===== src/rtl/parity_sched.sv =====
// parity_sched: round-robin front end sharing one bit-serial parity engine
// between NUM_REQ requesters.
//
// Ports:
//   clk, rst     - clock, synchronous active-high reset
//   req_valid    - per-requester word valid
//   req_data     - packed words, requester i at [i*DATA_W +: DATA_W]
//   req_ready    - one-hot accept strobe (combinational, IDLE only)
//   res_valid    - result valid (registered)
//   res_parity   - parity of the accepted word (ODD selects even/odd)
//   res_id       - requester index the result belongs to
//   res_ready    - result consumer ready
//   busy         - high whenever the engine is not IDLE
module parity_sched #(
  parameter int NUM_REQ = 4,
  parameter int DATA_W  = 8,
  parameter int ODD     = 0
) (
  input  logic                         clk,
  input  logic                         rst,
  input  logic [NUM_REQ-1:0]           req_valid,
  input  logic [NUM_REQ*DATA_W-1:0]    req_data,
  output logic [NUM_REQ-1:0]           req_ready,
  output logic                         res_valid,
  output logic                         res_parity,
  output logic [$clog2(NUM_REQ)-1:0]   res_id,
  input  logic                         res_ready,
  output logic                         busy
);
  localparam int ID_W  = $clog2(NUM_REQ);
  localparam int CNT_W = $clog2(DATA_W);
  localparam logic ODD_B = 1'(ODD);
  localparam logic [CNT_W-1:0] CNT_LAST = CNT_W'(DATA_W - 1);

  typedef enum logic [1:0] {IDLE, SHIFT, DONE} state_t;

  state_t              state_q;
  logic [DATA_W-1:0]   sh_q;
  logic                acc_q;
  logic [CNT_W-1:0]    cnt_q;
  logic [ID_W-1:0]     last_q;
  logic                res_valid_q;
  logic                res_parity_q;
  logic [ID_W-1:0]     res_id_q;

  // Round-robin pick: first valid requester after the last grant.
  logic [ID_W-1:0]     gnt_d;
  logic                found_d;
  logic [ID_W-1:0]     cand;
  int                  pos;

  always_comb begin
    gnt_d   = '0;
    found_d = 1'b0;
    cand    = '0;
    pos     = 0;
    for (int k = 1; k <= NUM_REQ; k++) begin
      pos  = (int'(last_q) + k) % NUM_REQ;
      cand = ID_W'(pos);
      if (!found_d && req_valid[cand]) begin
        found_d = 1'b1;
        gnt_d   = cand;
      end
    end
  end

  // Gated by rst so no handshake can complete on a reset edge.
  always_comb begin
    req_ready = '0;
    if (state_q == IDLE && found_d && !rst)
      req_ready[gnt_d] = 1'b1;
  end

  always_ff @(posedge clk) begin
    if (rst) begin
      state_q      <= IDLE;
      sh_q         <= '0;
      acc_q        <= 1'b0;
      cnt_q        <= '0;
      last_q       <= ID_W'(NUM_REQ - 1);
      res_valid_q  <= 1'b0;
      res_parity_q <= 1'b0;
      res_id_q     <= '0;
    end else begin
      case (state_q)
        IDLE: begin
          if (|req_ready) begin
            sh_q     <= req_data[gnt_d*DATA_W +: DATA_W];
            acc_q    <= 1'b0;
            cnt_q    <= '0;
            last_q   <= gnt_d;
            res_id_q <= gnt_d;
            state_q  <= SHIFT;
          end
        end
        SHIFT: begin
          acc_q <= acc_q ^ sh_q[0];
          sh_q  <= sh_q >> 1;
          cnt_q <= cnt_q + CNT_W'(1);
          // Final bit folds straight into the result register so the
          // result is visible on the first DONE cycle.
          if (cnt_q == CNT_LAST) begin
            state_q      <= DONE;
            res_valid_q  <= 1'b1;
            res_parity_q <= acc_q ^ sh_q[0] ^ ODD_B;
          end
        end
        DONE: begin
          if (res_ready) begin
            res_valid_q <= 1'b0;
            state_q     <= IDLE;
          end
        end
        default: state_q <= IDLE;
      endcase
    end
  end

  assign res_valid  = res_valid_q;
  assign res_parity = res_parity_q;
  assign res_id     = res_id_q;
  assign busy       = (state_q != IDLE);
endmodule


===== config.mk =====
export PLATFORM = sky130hd
export DESIGN_NAME = parity_sched
export DESIGN_NICKNAME = d
export VERILOG_FILES = /design/src/rtl/parity_sched.sv
export SDC_FILE = /design/constraint.sdc
export NUM_CORES = 1
export LEC_CHECK = 0
export CAP_MARGIN = 20
export CORE_AREA = 8 8 59 81
export DETAILED_ROUTE_END_ITERATION = 6
export DIE_AREA = 0 0 67 89
export PLACE_DENSITY = 0.76
export SLEW_MARGIN = 10
export SYNTH_ARGS = -nofsm -noshare
export SYNTH_HDL_FRONTEND = slang
export SYNTH_SLANG_ARGS = --single-unit

===== constraint.sdc =====
create_clock -name clk -period 3.7 [get_ports clk]
set_input_delay 0.555 -clock clk [delete_from_list [all_inputs] [get_ports clk]]
set_output_delay 0.555 -clock clk [all_outputs]
set_load 0.05 [all_outputs]

# After elaboration in Yosys (flattened, before gate mapping)
# Index checks and enable logic that the tools add are counted.
# classes
reduce_logical,20
n_bitwise,1
n_mux,32
eq_ne,6
shift,1
div,0
n_lt_le_gt_ge,6
n_addsub,5
multipliers,0
# op_table
op,n
indexed part select 32 x 6 -> 8 bit,1
one-hot mux 8 bit (2 select lines),1
less-than comparator 2 x 3 -> 1 bit (second input constant),5
two-way mux 2 bit,7
two-way mux 1 bit,12
binary-select mux 1 bit (select 2 bit),4
two-way mux 8 bit,1
logical AND 1 bit,6
one-hot mux 2 bit (3 select lines),1
one-hot mux 3 bit (2 select lines),1
AND reduction 2 bit,3
AND reduction 3 bit,2
nonzero test 2 bit,3
adder 2 x 1 -> 2 bit (second input constant),2
adder 2 bit (second input constant),2
zero test 1 bit,4
two-way mux 4 bit,1
inequality test 2 bit (second input constant),2
one-hot mux 1 bit (2 select lines),2
OR reduction 4 bit,1
adder 3 x 1 -> 3 bit (second input constant),1
equality test 3 bit (second input constant),1
two-way mux 3 bit,1
demux 1 bit (select 2 bit),1
other kinds (6),6
# word_totals
mem_count,0
latch_bits,0
register_bits,20
out_inout_bits,9
mem_bits_ro,0
mem_bits_rw,0
inputBits,39

# Longest topological paths before layout
# logic_depth
ltp_word,21
ltp_mapped,7
depth_no_buf,6

# Worst setup path after synthesis
# OpenSTA, ideal clock, no wires.
# synth_path
kind,register to output
start,register state_q[0]
end,output req_ready[0]
path_buffers,0
stages_incl_launch_ff,6
setup_slack_ns,1.170
t_arrival_ns,1.975
path_cell_list,dfxtp_1 nor2_1 inv_1 nor2_1 nand4_1 nor2_1
# synth_between
elab_chain_len,4
# synth_lines
item,line_no,rtl
start: declaration,37,state_t state_q;
start signal: assignment,76,state_q <= IDLE;
start signal: assignment,93,state_q <= SHIFT;
start signal: assignment,103,state_q <= DONE;
zero test 2 bit,70,if (state_q == IDLE && found_d && !rst)
logical AND 1 bit (2 in series),70,
two-way mux 4 bit,70,
end: declaration,23,"output logic [NUM_REQ-1:0] req_ready,"
# Every way passes these cells.

# Final worst setup path
# layout_path
start,input req_valid[3]
end,output req_ready[3]
# layout_between
elab_chain_len,17
word_cells_on_any_way,30
cone_classes,order compare (2); mux (19); reduce/logical (9)
# layout_lines
item,line_no,rtl
start: declaration,21,"input logic [NUM_REQ-1:0] req_valid,"
binary-select mux 1 bit (select 2 bit),60,if (!found_d && req_valid[cand]) begin
two-way mux 1 bit (implied by the code),60,
two-way mux 1 bit,60,
zero test 1 bit,60,
logical AND 1 bit,60,
two-way mux 1 bit,60,
zero test 1 bit,60,
logical AND 1 bit,60,
two-way mux 1 bit,60,
zero test 1 bit,60,
logical AND 1 bit,60,
two-way mux 2 bit,60,
less-than comparator 2 x 3 -> 1 bit (implied by the code) or greater-or-equal comparator 2 x 1 -> 1 bit (tied branches),71,req_ready[gnt_d] = 1'b1;
logical AND 1 bit (implied by the code),71,
two-way mux 1 bit (implied by the code),71,
demux 1 bit (select 2 bit),71,
two-way mux 4 bit (*),70,
# Mark *: on every way between the ends. The rest lies on a longest branch, timed or not. The select of a mux whose other input is x is not followed.

==> impl_results.md <==
* Async SR Flop Fraction at 0
* Peak VDD IR at 0.186 mV
* Pre-CTS setup slack at 0.725 ns
* Die X at around 67 um
* Post-CTS resize count at 0
* Max Clock Freq at 0.336 GHz
* First-pass GRT wire length at around 5300 um
* Reg2Reg Setup Slack at ~1.8 ns
* Total gr overflow at 0
* WS Path Type: input pin to output pin
* CP Data Required Time at 3.14 ns
* Number of flops mapped to enable cells by yosys at 0
* Final worst slack at between 0.7 and 0.8 ns
* Crit path DAT at 2.42 ns
* YS warnings at 0
* Max Used Layer: met4
* Area leader, netlist: dfxtp_1
* Met3 Routed Length at ~110 um
* Number of global-route vias before repair at 1182
* DR vias at 1202
* Synthesized area per cell at roughly 8.2 um^2
* Register area at 400 um^2
* Core area at ~3600 um^2
* Mapped Cells at 148
* Nature of the critical path endpoint: output pin
* Fraction of layout cells with a size suffix above 1 at 0.0729
* Net Count, Synth at 189
* Post-Syn Area at 1210 um^2
* Skew-Pair Late Insertion Delay at around 0.26 ns
* Leakage at 0.690 nW
* Tcrit/Tclk final at 0.805
* Total negative slack at 0 ns
* H-tree levels at 1
* Net total in the final layout at around 230
* Clock Tree Buf Depth at 2
* Metal2 WL at roughly 1700 um
* Final Hold Fails at 0
* # Max-Cap Violations at 0
* Post-CTS Setup Inserts at 0
* Relative slew slack at 0.399
* Num rows at 26
* Ports at 48
* Power Dens Cells at around 340 nW/um^2
* Status: finished clean
* Number of CTS-inserted buffers at 3
* Hold_buf cts at 0
* Sequential-to-total area share from yosys stat at 0.331
* Drt pass-1 iters at 4
* Ys flop type: dfxtp_1
* Clock sink count at 20
* # DRC at 0
* Fin crit period at between 2 and 3 ns
* Buffers added on ports at 47
* HP Class: flip-flop to flip-flop
* Most numerous cell in the Yosys netlist: dfxtp_1
* Vias/cell at around 5
* Drt wl/cell at 14.0 um
* Initial core utilization at 0.338
* All-layer global routing usage at 0.114
* Final wirelength at ~3300 um
* Initial antenna violation count at 0
* Count of different cell masters after synthesis at 35
* Met1 wire length at roughly 1400 um
* Clock Tree Root: clkbuf_8
* Filler cell count at 350
* Die area at about 6000 um^2
* Largest net degree at the start of global routing at 23
* Slew Limit Fails at 0
* DR iter-0 viols at between 60 and 70
* Synth top area cells: dfxtp_1, mux2i_1, nor2_1
* Synth cell count leaders: dfxtp_1, nor2_1, mux2i_1
* Setup violators final at 0
* Crit start category: input pin
* Crit-path max FO at 9
* Post-route ant nets at 0
* Die Height at 89 um
* FF+latch count, synth at 20
* Gpl congestion at between 0.7 and 0.8
* P&R area growth vs syn at 45.2%
* Clock Skew at approximately 0.0020 ns
* Final HPWL DP at between 2000 and 3000 um
* Multi-input combinational cell area at 764 um^2
* TritonCTS clock tree: done
* Antenna cells at 0
* RSZ-0062 raised after global routing: no
* Synth top area share at 0.331
* Worst Tran Pin Value at ~0.90 ns
* Worst-path clk slew at 0.07 ns
## routing by layer
metal | vias to the layer above | GRT usage
met3 | 5 | 0.0163
met2 | 27 | 0.195
met1 | 540 | 0.130
met5 | - | 0
li1 | 630 | -
met4 | 0 | 0.0668
## logic make-up after synthesis
family	share of synthesized area
compound gates	0.235
simple gates	0.240
fa+ha+maj	0.0207
xor+xnor	0.00725
mux	0.124
buf+inv	0.0414
flops	0.331
## layout make-up
cell class	count	area share
multi-input cells	117	0.435
clock buffers	4	0.0314
inverters	2	0.00428
repair buffers	49	0.271
flip-flops and latches	20	0.228
well taps	42	0.0299
## critical path, stage by stage
cell and delay (ns):
clkdlybuf4s50_1 0.49, or4_1 0.69, o211ai_1 0.39, nor2_1 0.08, buf_4 0.22
## registers in the layout (all words and copies together) (netlist names)
register / flops
sh_q: 8
cnt_q: 3
last_q: 2
res_id: 2
state_q: 2
acc_q: 1
res_parity: 1
res_valid: 1
## power breakdown
group / internal [W] / switching, W / leakage (nW) / total (W)
Sequential: 0.000234 / 0.0000151 / 0.164 / 0.000249
Clock: 0.0000948 / 0.0000744 / 0.0288 / 0.000169
Combinational: 0.0000891 / 0.0000807 / 0.496 / 0.000170
Total: 0.000418 / 0.000170 / 0.690 / 0.000588
## cells in the final DEF, fill, tap and decap left out, types with 3 or more instances in the layout
| master | synthesis | routed |
|---|---|---|
| a21o_1 | 8 | 8 |
| a21boi_0 | 3 | 3 |
| nand2b_1 | 5 | 5 |
| nor3_1 | 3 | 3 |
| clkdlybuf4s50_1 | 0 | 43 |
| clkbuf_8 | 0 | 4 |
| mux2i_1 | 15 | 15 |
| dfxtp_1 | 20 | 20 |
| nand2_1 | 10 | 10 |
| nor2_1 | 19 | 19 |
| a21oi_1 | 9 | 9 |
| o221ai_1 | 7 | 7 |
| nand3b_1 | 3 | 3 |
| buf_4 | 1 | 6 |
| nand3_1 | 10 | 10 |
## path summary, 6_finish.rpt
path | start | endpoint | cells past startpoint
worst min register to register | cnt_q[2] | cnt_q[2] | 2
worst max register to register | last_q[1] | sh_q[6] | 4
worst min-delay path | cnt_q[2] | cnt_q[2] | 2
worst max-delay path | req_valid[3] | req_ready[3] | 5
## per-stage QoR
stage	area (um^2)	hold slack, ns	utilization	std cells	total power [W]
after CTS	1760	0.478	0.491	234	0.000591
after global routing	1760	0.515	0.491	234	0.000620
after detailed placement	1700	0.468	0.475	230	0.000425
after floorplan	1210	0.452	-	148	0.000356
after global placement	1700	0.459	0.475	230	0.000423
final	1760	0.477	0.491	234	0.000588
Power figures use the tool's default switching activity.
